## config.mk

```make
export PLATFORM = sky130hd
export DESIGN_NAME = sdu_loader_flat
export DESIGN_NICKNAME = d
export VERILOG_FILES = /design/src/rtl/sdu_pkg.sv /design/src/rtl/sdu_loader_if.sv /design/src/rtl/sdu_tx_ser.sv /design/src/rtl/sdu_loader.sv /design/src/flat_wrapper.sv
export SDC_FILE = /design/constraint.sdc
export NUM_CORES = 1
export LEC_CHECK = 0
export CAP_MARGIN = 0
export CORE_MARGIN = 5
export CORE_UTILIZATION = 40
export CTS_CLUSTER_DIAMETER = 30
export DETAILED_ROUTE_END_ITERATION = 8
export HOLD_SLACK_MARGIN = 0.12
export PLACE_DENSITY_LB_ADDON = 0.25
export SLEW_MARGIN = 20
export SYNTH_ARGS = -nofsm -noshare
export SYNTH_HDL_FRONTEND = slang
export SYNTH_SLANG_ARGS = --single-unit
```

## constraint.sdc

```tcl
create_clock -name clk -period 2.2 [get_ports clk]
set_input_delay 0.44 -clock clk [delete_from_list [all_inputs] [get_ports clk]]
set_output_delay 0.44 -clock clk [all_outputs]
set_load 0.01 [all_outputs]
```

## src/rtl/sdu_pkg.sv

```systemverilog
// Shared definitions for the SDU loader: command codes, response bytes, FSM states.
package sdu_pkg;

  localparam logic [7:0] CMD_WR_IM = 8'h01;
  localparam logic [7:0] CMD_WR_DM = 8'h02;
  localparam logic [7:0] CMD_RD_IM = 8'h03;
  localparam logic [7:0] CMD_RD_DM = 8'h04;
  localparam logic [7:0] CMD_RD_RF = 8'h05;
  localparam logic [7:0] CMD_STEP  = 8'h10;
  localparam logic [7:0] CMD_RUN   = 8'h11;
  localparam logic [7:0] CMD_HALT  = 8'h12;

  localparam logic [7:0] ACK_MASK = 8'h80;
  localparam logic [7:0] NAK      = 8'hEE;

  typedef enum logic [3:0] {
    StIdle,
    StGetAddr,
    StGetData,
    StWrSetup,
    StWrStrobe,
    StWrHold,
    StRdWait,
    StTxResp,
    StStepPulse
  } sdu_state_e;

  function automatic logic cmd_has_addr(input logic [7:0] cmd);
    return (cmd >= CMD_WR_IM) && (cmd <= CMD_RD_RF);
  endfunction

  function automatic logic cmd_is_write(input logic [7:0] cmd);
    return (cmd == CMD_WR_IM) || (cmd == CMD_WR_DM);
  endfunction

  // Single-byte responses are left-aligned so the serialiser always sends from the top.
  function automatic logic [31:0] resp_byte(input logic [7:0] b);
    return {b, 24'h000000};
  endfunction

endpackage

```

## src/rtl/sdu_loader_if.sv

```systemverilog
// Host byte streams plus the CPU load/debug bus of the SDU loader.
interface sdu_loader_if;
  logic [7:0]  rx_data;
  logic        rx_valid;
  logic        rx_ready;
  logic [7:0]  tx_data;
  logic        tx_valid;
  logic        tx_ready;
  logic [31:0] addr;
  logic [31:0] din;
  logic        we_im;
  logic        we_dm;
  logic        clk_ld;
  logic        debug;
  logic [31:0] dout_im;
  logic [31:0] dout_dm;
  logic [31:0] dout_rf;
  logic        cpu_clk_en;

  modport master (
    output rx_data, rx_valid, tx_ready, dout_im, dout_dm, dout_rf,
    input  rx_ready, tx_data, tx_valid, addr, din, we_im, we_dm, clk_ld, debug, cpu_clk_en
  );

  modport slave (
    input  rx_data, rx_valid, tx_ready, dout_im, dout_dm, dout_rf,
    output rx_ready, tx_data, tx_valid, addr, din, we_im, we_dm, clk_ld, debug, cpu_clk_en
  );
endinterface

```

## src/rtl/sdu_tx_ser.sv

```systemverilog
// Shifts a 1- or 4-byte response out MSB first over a valid/ready byte handshake.
module sdu_tx_ser (
  input  logic        clk,
  input  logic        rstn,
  input  logic        i_load,
  input  logic        i_one,
  input  logic [31:0] i_word,
  input  logic        i_ready,
  output logic [7:0]  o_data,
  output logic        o_valid,
  output logic        o_done
);
  logic [31:0] r_buf;
  logic [2:0]  r_left;
  logic        w_fire;

  assign o_valid = (r_left != 3'd0);
  assign o_data  = r_buf[31:24];
  assign w_fire  = o_valid && i_ready;
  assign o_done  = w_fire && (r_left == 3'd1);

  always_ff @(posedge clk or negedge rstn) begin
    if (!rstn) begin
      r_buf  <= '0;
      r_left <= '0;
    end else if (i_load) begin
      r_buf  <= i_word;
      r_left <= i_one ? 3'd1 : 3'd4;
    end else if (w_fire) begin
      r_buf  <= {r_buf[23:0], 8'h00};
      r_left <= r_left - 3'd1;
    end
  end
endmodule

```

## src/rtl/sdu_loader.sv

```systemverilog
// Host command decoder that loads/reads CPU memories and controls run/halt/step.
module sdu_loader
  import sdu_pkg::*;
#(
  parameter int unsigned TIMEOUT_CYC = 1_000_000
) (
  input logic         clk,
  input logic         rstn,
  sdu_loader_if.slave bus
);
  sdu_state_e  r_state, w_state_d;
  logic [7:0]  r_cmd, w_cmd_d;
  logic [15:0] r_addr, w_addr_d;
  logic [31:0] r_data, w_data_d;
  logic [1:0]  r_cnt, w_cnt_d;
  logic [31:0] r_gap, w_gap_d;
  logic        r_run, w_run_d;
  logic        r_live;
  logic        w_rx_ready, w_rx_fire, w_gap_hit, w_wr_phase;
  logic        w_tx_load, w_tx_one, w_tx_done, w_tx_valid;
  logic [31:0] w_tx_word;
  logic [7:0]  w_tx_data;

  // r_live keeps rx_ready low until the first edge after reset release.
  assign w_rx_ready = r_live && (r_state inside {StIdle, StGetAddr, StGetData});
  assign w_rx_fire  = w_rx_ready && bus.rx_valid;
  assign w_gap_hit  = (r_gap == TIMEOUT_CYC - 1);

  always_ff @(posedge clk or negedge rstn) begin
    if (!rstn) begin
      r_state <= StIdle;
      r_cmd   <= '0;
      r_addr  <= '0;
      r_data  <= '0;
      r_cnt   <= '0;
      r_gap   <= '0;
      r_run   <= 1'b0;
      r_live  <= 1'b0;
    end else begin
      r_state <= w_state_d;
      r_cmd   <= w_cmd_d;
      r_addr  <= w_addr_d;
      r_data  <= w_data_d;
      r_cnt   <= w_cnt_d;
      r_gap   <= w_gap_d;
      r_run   <= w_run_d;
      r_live  <= 1'b1;
    end
  end

  always_comb begin
    w_state_d = r_state;
    w_cmd_d   = r_cmd;
    w_addr_d  = r_addr;
    w_data_d  = r_data;
    w_cnt_d   = r_cnt;
    w_gap_d   = r_gap;
    w_run_d   = r_run;
    w_tx_load = 1'b0;
    w_tx_one  = 1'b1;
    w_tx_word = '0;
    unique case (r_state)
      StIdle: begin
        w_gap_d = '0;
        if (w_rx_fire) begin
          w_cmd_d = bus.rx_data;
          w_cnt_d = '0;
          if (cmd_has_addr(bus.rx_data)) begin
            w_state_d = StGetAddr;
          end else begin
            w_state_d = StTxResp;
            w_tx_load = 1'b1;
            w_tx_word = resp_byte(bus.rx_data | ACK_MASK);
            case (bus.rx_data)
              CMD_RUN:  w_run_d = 1'b1;
              CMD_HALT: w_run_d = 1'b0;
              CMD_STEP: begin
                if (!r_run) begin
                  w_state_d = StStepPulse;
                  w_tx_load = 1'b0;
                end
              end
              default:  w_tx_word = resp_byte(NAK);
            endcase
          end
        end
      end
      StGetAddr: begin
        if (w_rx_fire) begin
          w_gap_d  = '0;
          w_addr_d = {r_addr[7:0], bus.rx_data};
          w_cnt_d  = r_cnt + 2'd1;
          if (r_cnt == 2'd1) begin
            w_cnt_d = '0;
            if (cmd_is_write(r_cmd)) begin
              w_state_d = StGetData;
            end else if (r_run && (r_cmd != CMD_RD_RF)) begin
              w_state_d = StTxResp;
              w_tx_load = 1'b1;
              w_tx_word = resp_byte(NAK);
            end else begin
              w_state_d = StRdWait;
            end
          end
        end else if (w_gap_hit) begin
          w_state_d = StIdle;
        end else begin
          w_gap_d = r_gap + 32'd1;
        end
      end
      StGetData: begin
        if (w_rx_fire) begin
          w_gap_d  = '0;
          w_data_d = {r_data[23:0], bus.rx_data};
          w_cnt_d  = r_cnt + 2'd1;
          if (r_cnt == 2'd3) begin
            if (r_run) begin
              w_state_d = StTxResp;
              w_tx_load = 1'b1;
              w_tx_word = resp_byte(NAK);
            end else begin
              w_state_d = StWrSetup;
            end
          end
        end else if (w_gap_hit) begin
          w_state_d = StIdle;
        end else begin
          w_gap_d = r_gap + 32'd1;
        end
      end
      StWrSetup:  w_state_d = StWrStrobe;
      StWrStrobe: w_state_d = StWrHold;
      StWrHold: begin
        w_state_d = StTxResp;
        w_tx_load = 1'b1;
        w_tx_word = resp_byte(r_cmd | ACK_MASK);
      end
      StRdWait: begin
        w_state_d = StTxResp;
        w_tx_load = 1'b1;
        w_tx_one  = 1'b0;
        case (r_cmd)
          CMD_RD_IM: w_tx_word = bus.dout_im;
          CMD_RD_DM: w_tx_word = bus.dout_dm;
          default:   w_tx_word = bus.dout_rf;
        endcase
      end
      StTxResp: begin
        if (w_tx_done) w_state_d = StIdle;
      end
      StStepPulse: begin
        w_state_d = StTxResp;
        w_tx_load = 1'b1;
        w_tx_word = resp_byte(CMD_STEP | ACK_MASK);
      end
      default: w_state_d = StIdle;
    endcase
  end

  always_comb begin
    w_wr_phase     = r_state inside {StWrSetup, StWrStrobe, StWrHold};
    bus.rx_ready   = w_rx_ready;
    bus.we_im      = w_wr_phase && (r_cmd == CMD_WR_IM);
    bus.we_dm      = w_wr_phase && (r_cmd == CMD_WR_DM);
    bus.clk_ld     = (r_state == StWrStrobe);
    bus.addr       = (w_wr_phase || (r_state == StRdWait)) ? {16'h0000, r_addr} : '0;
    bus.din        = w_wr_phase ? r_data : '0;
    bus.debug      = ~r_run;
    bus.cpu_clk_en = r_run || (r_state == StStepPulse);
  end

  assign bus.tx_data  = w_tx_data;
  assign bus.tx_valid = w_tx_valid;

  sdu_tx_ser u_tx_ser (
    .clk     (clk),
    .rstn    (rstn),
    .i_load  (w_tx_load),
    .i_one   (w_tx_one),
    .i_word  (w_tx_word),
    .i_ready (bus.tx_ready),
    .o_data  (w_tx_data),
    .o_valid (w_tx_valid),
    .o_done  (w_tx_done)
  );
endmodule
```

## src/flat_wrapper.sv

```systemverilog
// flat-port wrapper written by rule: the top's interface ports become plain ports
module sdu_loader_flat import sdu_pkg::*;
#(
  parameter int unsigned TIMEOUT_CYC = 1_000_000
)
  (clk, rstn, bus_rx_data, bus_rx_valid, bus_tx_ready, bus_dout_im, bus_dout_dm, bus_dout_rf, bus_rx_ready, bus_tx_data, bus_tx_valid, bus_addr, bus_din, bus_we_im, bus_we_dm, bus_clk_ld, bus_debug, bus_cpu_clk_en);
  sdu_loader_if bus_i ();
  input logic clk;
  input logic rstn;
  input wire logic [$bits(bus_i.rx_data)-1:0] bus_rx_data;
  input wire logic [$bits(bus_i.rx_valid)-1:0] bus_rx_valid;
  input wire logic [$bits(bus_i.tx_ready)-1:0] bus_tx_ready;
  input wire logic [$bits(bus_i.dout_im)-1:0] bus_dout_im;
  input wire logic [$bits(bus_i.dout_dm)-1:0] bus_dout_dm;
  input wire logic [$bits(bus_i.dout_rf)-1:0] bus_dout_rf;
  output wire logic [$bits(bus_i.rx_ready)-1:0] bus_rx_ready;
  output wire logic [$bits(bus_i.tx_data)-1:0] bus_tx_data;
  output wire logic [$bits(bus_i.tx_valid)-1:0] bus_tx_valid;
  output wire logic [$bits(bus_i.addr)-1:0] bus_addr;
  output wire logic [$bits(bus_i.din)-1:0] bus_din;
  output wire logic [$bits(bus_i.we_im)-1:0] bus_we_im;
  output wire logic [$bits(bus_i.we_dm)-1:0] bus_we_dm;
  output wire logic [$bits(bus_i.clk_ld)-1:0] bus_clk_ld;
  output wire logic [$bits(bus_i.debug)-1:0] bus_debug;
  output wire logic [$bits(bus_i.cpu_clk_en)-1:0] bus_cpu_clk_en;
  assign bus_i.rx_data = bus_rx_data;
  assign bus_i.rx_valid = bus_rx_valid;
  assign bus_i.tx_ready = bus_tx_ready;
  assign bus_i.dout_im = bus_dout_im;
  assign bus_i.dout_dm = bus_dout_dm;
  assign bus_i.dout_rf = bus_dout_rf;
  assign bus_rx_ready = bus_i.rx_ready;
  assign bus_tx_data = bus_i.tx_data;
  assign bus_tx_valid = bus_i.tx_valid;
  assign bus_addr = bus_i.addr;
  assign bus_din = bus_i.din;
  assign bus_we_im = bus_i.we_im;
  assign bus_we_dm = bus_i.we_dm;
  assign bus_clk_ld = bus_i.clk_ld;
  assign bus_debug = bus_i.debug;
  assign bus_cpu_clk_en = bus_i.cpu_clk_en;
  sdu_loader #(.TIMEOUT_CYC(TIMEOUT_CYC)) u_core (.clk(clk), .rstn(rstn), .bus(bus_i));
endmodule
```

==> flow_metrics.py <==
metrics = {
    "detailed_routing": {
        "dr.pass1.iters": 5,
        "wl_per_cell_um": 18.3,
        "drc_errors": 0,
        "vias": 7401,
        "wl_um": 25000,
        "viasPerCell": 5.41,
        "drtIter0Drc": 672,
        "drtAntennaViolNets": 0,
    },
    "yosys": {
        "ys_async_sr_fraction": 1.00,
        "yosys-top-cells-area": "dfrtp_1 (41%), mux2_2 (7.5%), a21o_1 (3.4%), nand2_1 (3.4%), and2_1 (3.0%)",
        "ys_warn_count": 0,
        "ys_ff_latch": 131,
        "ys_seq_area_frac": 0.411,
        "synth.largest_area_cell": "dfrtp_1",
        "avgSynthCellArea_um2": 9.35,
        "synth_cells": 852,
        "synth_edf_count": 0,
        "synthesis.area_um2": 7970,
        "synth_cell_types": 72,
        "synth_ff_type": "dfrtp_1",
        "synth.top_cell.area_share": 0.411,
    },
    "cts": {
        "cts_buffers": 17,
        "cts_buffer_depth": 2,
        "cts_tree": "built",
        "clk_pin_slew_ns": 0.07,
        "root_buffer": "clkbuf_16",
        "htree_levels": 4,
        "clkLatencyLatePin_ns": 0.44,
        "cts_sinks": 131,
    },
    "min_path": {
        "hold_path.class": "in2async",
    },
    "sta": {
        "tightest_slew_ns": 0.499,
        "fmax_mhz": 426,
        "finalMaxSlewViolations": 0,
        "setup_viol": 83,
        "min_period_ns": 2.35,
        "setup_tns_ns": -6.04,
        "maxSlewHeadroom": 0.666,
        "fin_skew_ns": 0.0109,
        "hold_violations": 0,
        "rsz0062_at_grt": "yes",
        "finalCritPeriodShare": 1.07,
        "hold_ws_ns": 0.496,
        "fin_ws_ns": -0.146,
    },
    "die": {
        "core_area_um2": 19500,
        "die_w_um": 151,
        "num_rows": 51,
        "ios": 187,
        "die_area_um2": 22800,
        "die_h_um": 151,
        "start_util": 0.408,
    },
    "global_route": {
        "first_global_vias": 7395,
        "grt_pass1_wl_um": 39600,
        "grt_max_degree": 48,
        "grt.overflow.total": 0,
        "antenna_found_initial": 0,
        "track_usage": 0.219,
    },
    "setup_path": {
        "path_class": "reg2reg",
        "cp_data_arrival_time_ns": 2.69,
        "cp-start-kind": "flop",
        "crit_fanout": 8,
        "rrSetupSlack_ns": -0.15,
        "cp.required_ns": 2.54,
        "endpoint_kind": "flop",
    },
    "pwr": {
        "p_leak_nw": 5.23,
        "power_mw": 14.3,
        "power.density_nw_per_um2": 1240,
        "vdd_drop_max_mv": 0.693,
    },
    "run_status": {
        "status": "complete, but fails checks",
        "violations": "setup timing",
    },
    "placement": {
        "dp_hpwl_um": 17400,
        "place_congestion": 0.883,
        "numPortBuffers": 170,
    },
    "flow_run": {
        "max_cap_viol_count": 0,
    },
    "cells_and_area": {
        "mostFrequentLayoutCells": "dfrtp_1 (129), clkdlybuf4s50_1 (115), buf_4 (90), nand2_1 (71), mux2_2 (53)",
        "antennaDiodeCount": 0,
        "multi_input_area_um2": 4430,
        "regArea_um2": 3280,
        "nets": 1205,
        "drive_gt1_frac": 0.292,
        "syn_to_final_growth_pct": 45.4,
        "final_common_cell": "dfrtp_1",
        "fill_cells": 1669,
    },
}
## metrics by stage
step,util,std cells,setup WS [ns],instance area [µm²]
2_1_floorplan,-,867,0.0792,8020
3_3_place_gp,0.535,1314,-0.293,10500
3_5_place_dp,0.535,1314,-0.313,10500
4_1_cts,0.581,1366,-0.208,11300
5_1_grt,0.593,1368,-0.220,11600
6_report,0.593,1368,-0.146,11600
## flip-flops by register name, summed over array words and instances (netlist names)
| name | flops |
|---|---|
| u_core.r_run | 1 |
| u_core.u_tx_ser.r_left | 3 |
| u_core.r_cnt | 2 |
| u_core.r_addr | 16 |
| u_core.r_data | 32 |
| u_core.r_gap | 32 |
| u_core.r_live | 1 |
| u_core.r_cmd | 8 |
| u_core.r_state | 4 |
| u_core.u_tx_ser.r_buf | 32 |
## layer usage
layer  global-route usage  vias to the layer above  part of all wire
li1                     -                     3571                 -
met5                    0                        -                 0
met1                0.298                     3553              0.44
met4               0.0585                        0             0.019
met3               0.0512                       41             0.059
met2                0.352                      236              0.49
## worst paths after layout
kind | from | endpoint | depth (start not counted)
worst max-delay path | u_core.r_cmd[5] | u_core.u_tx_ser.r_buf[14] | 7
worst min-delay path | rstn | u_core.r_addr[8] | 2
worst max register to register | u_core.r_cmd[5] | u_core.u_tx_ser.r_buf[14] | 7
worst min register to register | u_core.r_addr[14] | u_core.r_addr[14] | 1
max in group asynchronous | rstn | u_core.r_data[12] | 3
min in group clk | u_core.r_addr[14] | u_core.r_addr[14] | 1
## where the power goes
| part | switching (mW) | leakage [nW] | internal, mW |
|---|---|---|---|
| registers | 0.563 | 1.70 | 3.20 |
| logic | 3.70 | 3.24 | 4.03 |
| clock network | 1.30 | 0.287 | 1.52 |
| total | 5.56 | 5.23 | 8.75 |
## synthesized netlist by cell type, drive strengths merged, types with 22 or more instances
cell type / number
a21o: 36
a21oi: 26
a22oi: 28
a32oi: 22
and2: 38
buf: 46
clkbuf: 38
dfrtp: 131
inv: 37
mux2: 53
nand2: 72
nor2: 40
o211ai: 30
o21ai: 25
## repair_timing
| action | in CTS | in global routing |
|---|---|---|
| setup buffers | 12 | 2 |
| endpoints found under the setup margin | 88 | 99 |
| hold endpoints to repair | 40 | 0 |
| hold buffers | 1 | 0 |
| gates cloned | 8 | 1 |
| resized for setup | 239 | 90 |
| pin swaps | 29 | 26 |
## critical path, cell delays in order (launching register included)
cell      delay [ns]
dfrtp_1         0.39
or4_4           0.55
a211o_1         0.29
a211o_4         0.39
buf_12          0.15
buf_8           0.13
o21bai_4        0.16
a32oi_1         0.18
## logic make-up (layout without fill, tap and decap cells)
family,after synthesis,count (layout),synth area share
simple gates,281,281,0.188
fa+ha+maj,7,7,0.0110
mux,54,54,0.0762
compound gates,243,243,0.226
xor+xnor,13,13,0.0143
flops,131,131,0.411
buf+inv,121,357,0.0727
other cells,2,17,0.000943
## area by class of cell
type / count / area share
inverters: 37 / 0.0120
clock buffers: 17 / 0.0367
flip-flops and latches: 131 / 0.283
repair buffers: 288 / 0.242
well taps: 265 / 0.0286
multi-input cells: 615 / 0.383
clock inverters: 15 / 0.0143
Power figures use the tool's default switching activity.
==> variant: new RTL, same settings <==
Reset style: synchronous (`rstn`), changed in 2 clocked blocks.
--- a/src/rtl/sdu_tx_ser.sv
+++ b/src/rtl/sdu_tx_ser.sv
@@ -19,7 +19,7 @@
   assign w_fire  = o_valid && i_ready;
   assign o_done  = w_fire && (r_left == 3'd1);
 
-  always_ff @(posedge clk or negedge rstn) begin
+  always_ff @(posedge clk) begin
     if (!rstn) begin
       r_buf  <= '0;
       r_left <= '0;
--- a/src/rtl/sdu_loader.sv
+++ b/src/rtl/sdu_loader.sv
@@ -26,7 +26,7 @@
   assign w_rx_fire  = w_rx_ready && bus.rx_valid;
   assign w_gap_hit  = (r_gap == TIMEOUT_CYC - 1);
 
-  always_ff @(posedge clk or negedge rstn) begin
+  always_ff @(posedge clk) begin
     if (!rstn) begin
       r_state <= StIdle;
       r_cmd   <= '0;
Check against the original RTL: differs if rstn is asserted again (counterexample within 4 cycles, from zero or initial values and one cycle with rstn low); with rstn held inactive, the same outputs for 4 cycles.
==> variant against the unedited design <==
The run still ends with setup timing left. Synthesized area fell by 8.0%. Design area fell by 1.4%. First-iteration DRC count fell by 14%. Critical path depth did not move. Worst setup slack improved by 0.0047 ns. Routed wire length fell by 3.6%. Combinational power fell by 45%. Utilization rose by 4.0 points. Sequential cell count did not move. Total power fell by 30%.
==> variant: results (changes against the unedited design) <==
Status = finished, violations left (unchanged)
Failing checks = setup timing (unchanged)
Global-route wire length before repair = 37600 um (was 39600 um)
Hpwl dp = 16700 um (was 17400 um)
P_leak = 4.44 nW (was 5.23 nW)
Final #Nets = 1355 (was 1205)
Worst skew pair latency = 0.43 ns
Placer Congestion = 0.923 (was 0.883)
H-tree Lvls = 4 (unchanged)
Worst Hold Depth = 2
Peak supply drop = 0.700 mV (was 0.693 mV)
DRT Pass-1 Iters = 7 (was 5)
Min-delay src = u_core.r_addr[8]
Crit. Startpoint = u_core.r_state[2] (was u_core.r_cmd[5])
Top flop regs = u_core.r_data (32), u_core.r_gap (32), u_core.u_tx_ser.r_buf (32) (unchanged)
CTS Buf Count = 17 (unchanged)
Count of cell types in the netlist = 69 (was 72)
Met3 wire len = 1330 um (was 1470 um)
Post-place instance area = 9990 um2 (was 10500 um2)
Hold WC Path Type = flop to flop (was input port to async pin)
Reg clk slew, reported paths = 0.06 ns
Worst reg-to-reg path cell count = 11 (was 7)
Clk buf depth = 2 (unchanged)
Antenna violations before repair = 0 (unchanged)
DR iter-0 viols = 578 (was 672)
Setup TNS = -3.43 ns (was -6.04 ns)
Syn Area/Cell = 7.56 um2 (was 9.35 um2)
Met1 WL = 10600 um (was 10900 um)
Post-Place Setup Slack = -0.455 ns (was -0.313 ns)
Synth area leaders = dfxtp_1 36%, nand2_1 9.1%, a21oi_1 9.1%, and2_1 3.4%, o221a_1 3.1% (was dfrtp_1 41%, mux2_2 7.5%, a21o_1 3.4%, nand2_1 3.4%, and2_1 3.0%)
Setup violators final = 50 (was 83)
Synth warn = 0 (unchanged)
CP Data Arrival Time = 1.90 ns (was 2.69 ns)
Async SR Flop Fraction = 0 (was 1.00)
Number of global-route vias before repair = 7508 (was 7395)
Clock skew = 0.00691 ns (was 0.0109 ns)
Via-per-instance ratio = 5.38 (was 5.41)
Critical path peak fanout = 4 (was 8)
Synth cell count leaders = 178 x nand2_1, 133 x a21oi_1, 131 x dfxtp_1, 58 x nor2_1, 52 x clkbuf_1 (was 131 x dfrtp_1, 72 x nand2_1, 53 x mux2_2, 40 x nor2_1)
Final WS setup = -0.141 ns (was -0.146 ns)
Overall via count from detail_route = 7973 (was 7401)
# diodes = 0 (unchanged)
Final WL = 24100 um (was 25000 um)
Post-synthesis sequential area ratio = 0.358 (was 0.411)
Share of cells above drive strength 1 = 0.276 (was 0.292)
WL met2 = 11900 um (was 12200 um)
Top routing layer in use = met4 (unchanged)
CTS Root Cell = clkbuf_16 (unchanged)
Top FF cell, synth = dfxtp_1 (was dfrtp_1)
Tot GR Track Use = 0.212 (was 0.219)
PortBufs = 170 (unchanged)
Largest net degree at the start of global routing = 40 (was 48)
-- variant: repair_timing --
action | CTS | global route
pin swaps | 16 | 23
endpoints found under the setup margin | 78 | 106
hold buffers | 0 | 0
endpoints found under the hold margin | 0 | 0
setup buffers | 15 | 23
gates cloned | 3 | 3
resized for setup | 253 | 119
-- variant: worst max-delay path, cell delays in order (launching register included) --
cell and delay, ns:
dfxtp_2 0.32, inv_2 0.06, mux2_4 0.30, nor2_4 0.16, buf_4 0.14, inv_1 0.08
nor4_2 0.21, buf_2 0.19
-- variant: cell families after synthesis --
group,count (synthesis),synth area share
adder cells (fa/ha/maj),8,0.0133
multiplexers,5,0.00700
other,1,0.000512
AND/OR/NAND/NOR,408,0.275
AO/OA/AOI/OAI,295,0.262
buffers and inverters,111,0.0717
XOR/XNOR,10,0.0120
flip-flops,131,0.358
-- variant: where the power goes --
part / total (mW) / internal [mW] / leakage (nW) / switching, mW
Clock: 2.91 / 1.85 / 0.298 / 1.06
Sequential: 2.85 / 2.65 / 1.06 / 0.199
Combinational: 4.23 / 2.11 / 3.07 / 2.12
-- variant: final timing paths --
kind / to / slack [ns]
hold / removal: u_core.r_addr[8] / 0.45
setup reg to reg: u_core.u_tx_ser.r_left[2] / 0.01
setup / recovery: bus_we_im / -0.14
hold reg to reg: u_core.r_addr[8] / 0.45
-- variant: per-layer routing --
layer	GRT usage	vias up
li1	-	3963
met2	0.351	260
met1	0.278	3716
met3	0.0511	34
met4	0.0532	0
met5	0	-
-- variant: final cells by class --
| class | instances | area (um2) |
|---|---|---|
| multi-input combinational | 743 | 4660 |
| timing repair buffer | 331 | 3180 |
| clock buffer | 21 | 470 |
| fill | 1519 | 6610 |
| clock inverter | 10 | 131 |
| tap | 229 | 287 |
| sequential | 131 | 2630 |
| inverter | 16 | 60.1 |
